## config.mk

```make
export PLATFORM = sky130hd
export DESIGN_NAME = program_counter_unit
export DESIGN_NICKNAME = d
export VERILOG_FILES = /design/src/rtl/program_counter_unit.sv
export SDC_FILE = /design/constraint.sdc
export NUM_CORES = 1
export LEC_CHECK = 0
export CAP_MARGIN = 20
export CORE_MARGIN = 2
export CORE_UTILIZATION = 35
export DETAILED_ROUTE_END_ITERATION = 12
export DONT_BUFFER_PORTS = 1
export GPL_ROUTABILITY_DRIVEN = 0
export PLACE_DENSITY_LB_ADDON = 0.3
export SYNTH_ARGS = -nofsm -noshare
export SYNTH_HDL_FRONTEND = slang
export SYNTH_SLANG_ARGS = --single-unit
```

## constraint.sdc

```tcl
create_clock -name clock -period 4.8 [get_ports clock]
set_input_delay 0.24 -clock clock [delete_from_list [all_inputs] [get_ports clock]]
set_output_delay 0.24 -clock clock [all_outputs]
set_load 0.01 [all_outputs]
```

## src/rtl/program_counter_unit.sv

```systemverilog
// Fetch-address unit: PC register with prioritised next-PC selection, exception
// vectoring with EPC capture, and a circular return-address stack.
module program_counter_unit #(
  parameter int                    ADDR_WIDTH   = 32,
  parameter logic [ADDR_WIDTH-1:0] RESET_VECTOR = ADDR_WIDTH'(32'h0040_0000),
  parameter logic [ADDR_WIDTH-1:0] EXC_VECTOR   = ADDR_WIDTH'(32'h8000_0180),
  parameter int                    RAS_DEPTH    = 4
) (
  input  logic                  clock,
  input  logic                  reset,
  input  logic                  stall,
  input  logic                  branch_taken,
  input  logic [15:0]           branch_offset,
  input  logic                  jump,
  input  logic [25:0]           jump_target,
  input  logic                  jump_reg,
  input  logic [ADDR_WIDTH-1:0] reg_target,
  input  logic                  call,
  input  logic                  ret,
  input  logic                  exception,
  output logic [ADDR_WIDTH-1:0] pc,
  output logic [ADDR_WIDTH-1:0] pc_plus4,
  output logic [ADDR_WIDTH-1:0] epc,
  output logic                  ras_empty,
  output logic                  ras_full,
  output logic                  ras_fault,
  output logic                  misaligned
);

  localparam int PTR_W = $clog2(RAS_DEPTH);
  localparam logic [PTR_W-1:0]      PTR_ONE   = PTR_W'(1);
  localparam logic [PTR_W:0]        CNT_ONE   = (PTR_W + 1)'(1);
  localparam logic [PTR_W:0]        CNT_FULL  = (PTR_W + 1)'(RAS_DEPTH);
  localparam logic [ADDR_WIDTH-1:0] PC_STEP   = ADDR_WIDTH'(4);
  localparam logic [ADDR_WIDTH-1:0] HIGH_MASK = ~ADDR_WIDTH'(28'hFFF_FFFF);

  logic [ADDR_WIDTH-1:0] r_pc;
  logic [ADDR_WIDTH-1:0] r_epc;
  logic [ADDR_WIDTH-1:0] r_ras [RAS_DEPTH];
  logic [PTR_W-1:0]      r_wrPtr;
  logic [PTR_W:0]        r_count;
  logic                  r_rasFault;
  logic                  r_misaligned;

  logic [ADDR_WIDTH-1:0] w_pcPlus4;
  logic [ADDR_WIDTH-1:0] w_branchTarget;
  logic [ADDR_WIDTH-1:0] w_jumpTarget;
  logic [ADDR_WIDTH-1:0] w_rasTop;
  logic [PTR_W-1:0]      w_topIdx;
  logic                  w_rasEmpty;
  logic                  w_rasFull;
  logic                  w_regMisaligned;
  logic [ADDR_WIDTH-1:0] w_nextPc;
  logic [ADDR_WIDTH-1:0] w_nextEpc;
  logic                  w_rasPush;
  logic                  w_rasPop;
  logic                  w_rasReplace;
  logic                  w_faultNext;
  logic                  w_misNext;

  assign w_pcPlus4       = r_pc + PC_STEP;
  assign w_branchTarget  = w_pcPlus4 +
                           {{(ADDR_WIDTH - 18){branch_offset[15]}}, branch_offset, 2'b00};
  assign w_jumpTarget    = (w_pcPlus4 & HIGH_MASK) | ADDR_WIDTH'({jump_target, 2'b00});
  assign w_topIdx        = r_wrPtr - PTR_ONE;
  assign w_rasTop        = r_ras[w_topIdx];
  assign w_rasEmpty      = (r_count == '0);
  assign w_rasFull       = (r_count == CNT_FULL);
  assign w_regMisaligned = |reg_target[1:0];

  always_comb begin
    w_nextPc     = w_pcPlus4;
    w_nextEpc    = r_epc;
    w_rasPush    = 1'b0;
    w_rasPop     = 1'b0;
    w_rasReplace = 1'b0;
    w_faultNext  = 1'b0;
    w_misNext    = 1'b0;
    if (exception) begin
      w_nextPc  = EXC_VECTOR;
      w_nextEpc = r_pc;
    end else if (stall) begin
      w_nextPc = r_pc;
    end else if (ret) begin
      // Empty-stack return falls through sequentially; a paired call still pushes.
      if (w_rasEmpty) begin
        w_faultNext = 1'b1;
        w_rasPush   = call;
      end else begin
        w_nextPc     = w_rasTop;
        w_rasPop     = ~call;
        w_rasReplace = call;
      end
    end else if (jump_reg) begin
      if (w_regMisaligned) begin
        w_misNext = 1'b1;
        w_nextPc  = EXC_VECTOR;
        w_nextEpc = r_pc;
      end else begin
        w_nextPc    = reg_target;
        w_rasPush   = call;
        w_faultNext = call & w_rasFull;
      end
    end else if (jump) begin
      w_nextPc    = w_jumpTarget;
      w_rasPush   = call;
      w_faultNext = call & w_rasFull;
    end else if (branch_taken) begin
      w_nextPc = w_branchTarget;
    end
  end

  always_ff @(posedge clock or negedge reset) begin
    if (!reset) begin
      r_pc         <= RESET_VECTOR;
      r_epc        <= '0;
      r_wrPtr      <= '0;
      r_count      <= '0;
      r_rasFault   <= 1'b0;
      r_misaligned <= 1'b0;
      for (int i = 0; i < RAS_DEPTH; i++) r_ras[i] <= '0;
    end else begin
      r_pc         <= w_nextPc;
      r_epc        <= w_nextEpc;
      r_rasFault   <= w_faultNext;
      r_misaligned <= w_misNext;
      // A full-stack push lands on the oldest slot, which is where the write pointer sits.
      if (w_rasPush) begin
        r_ras[r_wrPtr] <= w_pcPlus4;
        r_wrPtr        <= r_wrPtr + PTR_ONE;
        if (!w_rasFull) r_count <= r_count + CNT_ONE;
      end else if (w_rasPop) begin
        r_wrPtr <= w_topIdx;
        r_count <= r_count - CNT_ONE;
      end else if (w_rasReplace) begin
        r_ras[w_topIdx] <= w_pcPlus4;
      end
    end
  end

  assign pc         = r_pc;
  assign pc_plus4   = w_pcPlus4;
  assign epc        = r_epc;
  assign ras_empty  = w_rasEmpty;
  assign ras_full   = w_rasFull;
  assign ras_fault  = r_rasFault;
  assign misaligned = r_misaligned;

endmodule

```

==> flow_summary.toml, run 1 <==
[global_routing]
grt_pass1_vias = 9495
grt.overflow.total = 0
grt_max_degree = 200
grt_pass1_wl_mm = 58.0
antenna_found_initial = 5
track_usage_pct = 21.6

[yosys]
async_flop_share_pct = 100
yosysWarnings = 0
synthFlopType = "dfrtp_1"
synth.area.mux_share_pct = 11.4
synth_seq_cells = 199
synth_nets = 1357
synth-simple-area-share_pct = 13.7
mappedNetlistArea_sq_um = 11800
synth_cell_types = 79
synth_compound_gate_area_share_pct = 19.3
synth_edf_count = 0
synth_top_family_by_area = "compound AO/OA/AOI/OAI gates"
synthAdderAreaFrac_pct = 4.59
avgSynthCellArea_sq_um = 9.56
synthesis.instances = 1232
synthXorXnorAreaFrac_pct = 4.29
yosysSeqAreaShare_pct = 42.3

[critical_path]
crit_arrival_ns = 4.96
worstPathRequired_ns = 5.19
startpoint_type = "flip-flop"
cp_common_cell = "and3_1"
critPathKind = "flip-flop to flip-flop"
startpoint = "pc[8]$_DFFE_PN0N_"
r2r_start = "pc[8]$_DFFE_PN0N_"
reg2reg_setup_slack_ns = 0.23
path_cells = "and3_1 -> and3_1 -> and3_1 -> xnor2_1 -> buf_4 -> inv_1 -> ha_1 -> and3_1 -> and3_1 -> o211ai_4 -> a21oi_1 -> o31ai_1 -> o21ai_1 -> xnor2_1 -> nand3_1 -> nand3_1 -> dlygate4sd3_1"
cp_slowest_cell = "dfrtp_1"
slowest_delay_ns = 0.56
end_kind = "flip-flop"
cp_max_fo = 7

[drt]
drt_iter0_drc = 828
wirelength_mm = 37.6
vias = 9609
dr.pass1.iters = 5
antenna_left = 0
drc_errors = 0
wl_per_cell_um = 22.4
viasPerCell = 5.72

[timing]
whs_ns = -0.503
fin_tns_setup_ns = 0
finalCritPeriodShare_pct = 95.2
hold_viol = 199
rsz0062_at_grt = "no"
finalSetupViolations = 0
fin_worst_skew_ns = 0.0140
post-route-min-period_ns = 4.57
worst_slew_pin_slew_ns = 1.06
fmax_mhz = 219
slew_headroom_pct = 28.8
slew_viol_final = 0

[floorplan]
fp.dieW_um = 187
num_io_pins = 183
core_sq_um = 33400
die_area_sq_um = 35100
fp-row-count = 67
die_height_um = 187
start_util_pct = 35.3

[finish]
nets = 1340
final_cell_mix = "197 x dfrtp_1, 176 x nor2_1, 169 x a21oi_1, 74 x nand2_1, 62 x o21ai_0"
drive_above_1_share_pct = 15.2
final_common_cell = "dfrtp_1"
fill_cells = 3347
utilization_pct = 38.9
area_growth_pct = 10.2

[clock_network]
cts_max_level = 4
clock_sinks = 199
cts_buffers = 17
hold_buffers = 5
cts_tree = "yes"
cts_setup_buffers = 0
clock_latency_ns = 0.45
cts.path.max_buffers = 2
clk_pin_slew_worst_paths_ns = 0.08
cts-root-buf = "clkbuf_16"

[power]
ir_worst_vdd_v = 0.000263
p_leak_nw = 5.48
power_density_nw_per_um2 = 607

[run_status]
status = "finished, violations left"
violations = "negative hold slack"

[place]
port_buffers = 0
dp_hpwl_mm = 27.2

[flow_run]
maxCapViolCount = 0

[min_path]
min_path_type = "input port to async pin"
## cell families after synthesis
group | after synthesis
adder cells (fa/ha/maj) | 42
XOR/XNOR | 56
flip-flops | 199
multiplexers | 88
AO/OA/AOI/OAI | 364
buffers and inverters | 124
AND/OR/NAND/NOR | 359
## critical path, delay by kind of cell, from the launching register on
| family | cells | cell delay, ns |
|---|---|---|
| flops | 1 | 0.56 |
| compound gates | 4 | 0.92 |
| simple gates | 7 | 1.45 |
| fa+ha+maj | 1 | 0.39 |
| xor+xnor | 2 | 0.35 |
| buf+inv | 3 | 0.85 |
## cell usage after synthesis (all sizes together) (3+ instances only)
cell	count	area share, %
nand2b	10	0.53
a221oi	16	1.2
nor2	181	6.0
o211ai	8	0.63
or2	3	0.16
a22oi	6	0.38
or3	5	0.27
nor3	19	0.85
nand3	23	0.98
nor2b	5	0.27
o31ai	10	0.80
o221a	3	0.29
nand4	4	0.27
dfrtp	198	42
xnor2	30	2.4
a222oi	6	0.51
mux2	53	5.1
o21bai	3	0.19
nand2	75	2.4
o22a	7	0.52
and2	7	0.37
buf	24	1.1
a211oi	13	0.87
o21ai	66	2.8
and3	15	0.80
a21o	7	0.47
clkbuf	52	1.7
mux4	32	6.1
inv	47	1.5
o21a	9	0.57
nor4	3	0.16
o22ai	7	0.37
mux2i	3	0.26
a221o	3	0.26
a31oi	11	0.71
xor2	26	1.9
a21oi	174	7.5
ha	40	4.3
and4	3	0.24
## cell type report
type	count	area [sq um]	share of cell area, %
Multi-Input combinational cell	909	6360	49.0
Sequential cell	199	4980	38.4
Tap cell	448	561	4.32
Clock buffer	20	457	3.52
Timing Repair Buffer	40	313	2.41
Inverter	48	181	1.40
Clock inverter	11	113	0.867
Antenna cell	5	12.5	0.0964
## worst paths after layout
check | to | depth (start not counted)
setup / recovery | pc[25]$_DFFE_PN0N_ | 17
hold / removal | pc[27]$_DFFE_PN0N_ | 0
setup reg to reg | pc[25]$_DFFE_PN0N_ | 17
hold reg to reg | r_ras[32]$_DFFE_PN0P_ | 1
max in group asynchronous | r_ras[21]$_DFFE_PN0P_ | 0
min in group clock | pc[29]$_DFFE_PN0N_ | 2
## registers in the layout, summed over array words and instances, names as in the netlist
signal and flops:
r_ras 128, misaligned 1, r_count 3, r_wrPtr 2
ras_fault 1, pc 32, epc 32
## power by group
| part | internal, mW | switching, mW | total (mW) |
|---|---|---|---|
| sequential | 2.38 | 0.660 | 3.04 |
| clock | 0.753 | 0.674 | 1.43 |
| combinational | 1.55 | 1.86 | 3.42 |
## stage by stage
stage          power, mW  std cells  instance area (sq um)  setup slack (ns)
2_1_floorplan       5.46       1232                  11800              1.15
3_3_place_gp        6.35       1639                  12300             0.493
3_5_place_dp        6.43       1639                  12300             0.416
4_1_cts             7.89       1675                  13000             0.223
5_1_grt             8.41       1680                  13000            0.0101
6_report            7.88       1680                  13000             0.231
## repair_timing
item	in CTS	in global routing
endpoints found under the hold margin	204	199
setup endpoints to repair	0	1
resized for setup	0	2
## per-layer routing
layer,routed length [um],GRT usage [%]
met1,15900,28.3
met4,1430,10.2
met2,17400,34.2
met5,0,0
met3,2820,4.60
Power figures use the tool's default switching activity.
==> inputs of run 2 (changes only) <==
- CORE_UTILIZATION: 35 -> 30
==> flow_summary.toml, run 2 (synthesis gave the netlist of run 1 again) <==
[critical_path]
worstSetupEndpoint = "pc[31]$_DFFE_PN0N_"
r2r_end = "pc[31]$_DFFE_PN0N_"
cp_slowest_cell = "dfrtp_1"
worstPathRequired_ns = 5.15
cp.depth = 15
critPathBufInv = 1
r2r_start = "pc[2]$_DFFE_PN0N_"
reg2reg_setup_slack_ns = 0.28
crit_arrival_ns = 4.88
cp_max_fo = 7
path_cells = "ha_1 -> and2_1 -> nand2_1 -> nor3_2 -> nand2_1 -> xor2_2 -> inv_1 -> ha_1 -> a21oi_1 -> o21ai_0 -> o41ai_4 -> nor4_1 -> o31ai_2 -> xnor2_1 -> a21oi_1"
end_kind = "flip-flop"
critPathKind = "flip-flop to flip-flop"
slowest_delay_ns = 0.53
startpoint = "pc[2]$_DFFE_PN0N_"
cp_top_family = "compound AO/OA/AOI/OAI gates"
startpoint_type = "flip-flop"
r2r_cells = 15

[finish]
area_growth_pct = 11.5
nets = 1343
final_cell_mix = "197 x dfrtp_1, 176 x nor2_1, 168 x a21oi_1, 74 x nand2_1, 62 x o21ai_0"
regArea_sq_um = 4980
multi_input_area_sq_um = 6390
top_register = "r_ras"
largest_reg_flops = 128
drive_above_1_share_pct = 16.1
fill_cells = 3942
final_common_cell = "dfrtp_1"

[clock_network]
cts_buffers = 17
cts_max_level = 4
clock_sinks = 199
cts_setup_buffers = 0
cts-root-buf = "clkbuf_16"
hold_buffers = 4
clock_latency_ns = 0.47
clk_pin_slew_worst_paths_ns = 0.08
cts_tree = "yes"
cts.path.max_buffers = 2

[power]
intPower_mw = 4.67
ir_worst_vdd_v = 0.000304
p_leak_nw = 5.50
pwr-share-seq_pct = 37.8
swShare_pct = 41.3
switchingPower_mw = 3.28
clkPwrFrac_pct = 17.9
share_comb_of_total_power_pct = 44.2
power_density_nw_per_um2 = 606

[timing]
fin_ws_ns = 0.275
hold_viol = 199
finalCritPeriodShare_pct = 94.3
slew_headroom_pct = 23.6
fmax_mhz = 221
slew_viol_final = 0
post-route-min-period_ns = 4.52
rsz0062_at_grt = "no"
finalSetupViolations = 0
whs_ns = -0.532
fin_tns_setup_ns = 0
worst_slew_pin_slew_ns = 1.14
fin_worst_skew_ns = 0.0104

[drt]
dr.pass1.iters = 5
viasPerCell = 5.53
drc_errors = 0
wirelength_mm = 40.3
wl_per_cell_um = 23.0
drt_iter0_drc = 674
vias = 9703
antenna_left = 0

[place]
preCtsSetupSlack_ns = 0.211
dp_hpwl_mm = 29.0
port_buffers = 0

[run_status]
status = "finished, violations left"
violations = "negative hold slack"

[floorplan]
fp.dieW_um = 202
start_util_pct = 30.4
die_height_um = 202
fp-row-count = 72
num_io_pins = 183
core_sq_um = 38700
die_area_sq_um = 40900

[global_routing]
antenna_found_initial = 5
grt_max_degree = 200
grt_pass1_vias = 9613
grt_pass1_wl_mm = 60.9
track_usage_pct = 19.8
grt.overflow.total = 0

[min_path]
min_path_type = "input port to async pin"

[flow_run]
maxCapViolCount = 0
## run 2: layout make-up
| cell class | count | share of cell area [%] |
|---|---|---|
| diodes | 6 | 0.114 |
| clock buffers | 19 | 3.45 |
| clock inverters | 13 | 0.886 |
| inverters | 48 | 1.38 |
| multi-input cells | 909 | 48.7 |
| flip-flops and latches | 199 | 38.0 |
| well taps | 518 | 4.94 |
| repair buffers | 43 | 2.56 |
## run 2: worst min path at each step
stage | start | to | slack (ns) | cells past startpoint
final | reset | pc[7]$_DFFE_PN0N_ | -0.53 | 0
after global routing | reset | pc[5]$_DFFE_PN0N_ | -0.53 | 0
after CTS | reset | r_count[1]$_DFFE_PN0P_ | -0.54 | 0
after detailed placement | reset | epc[3]$_DFFE_PN0P_ | -0.04 | 0
after global placement | reset | epc[4]$_DFFE_PN0P_ | -0.04 | 0
after floorplan | reset | epc[0]$_DFFE_PN0P_ | -0.06 | 0
## run 2: power by group through the flow
stage	clock, mW	sequential (mW)	combinational (mW)
final	1.43	3.01	3.52
after global placement	0	3.00	3.43
after floorplan	0	2.84	2.62
after global routing	1.52	3.10	3.85
after detailed placement	0	3.03	3.47
after CTS	1.46	3.00	3.49
## run 2: stage by stage
stage / area [sq um] / total power, mW / util [%] / cells
finish: 13100 / 7.95 / 33.9 / 1755
global route: 13100 / 8.47 / 33.9 / 1752
CTS: 13100 / 7.95 / 33.7 / 1749
detailed placement: 12500 / 6.50 / 32.2 / 1713
global placement: 12500 / 6.44 / 32.1 / 1712
floorplan: 11800 / 5.46 / - / 1232
## run 2: repair_timing
item / CTS / global route
setup endpoints to repair: 0 / 3
gates resized for setup: 0 / 6
endpoints found under the hold margin: 205 / 199
## run 2: routing by layer
layer  global-route usage (%)  part of all wire, %  vias up
met3                     3.60                  6.3       75
met1                     24.9                   42     4864
met2                     33.3                   49      366
li1                         -                    -     4398
met4                     8.45                  3.1        0
met5                        0                    0        -
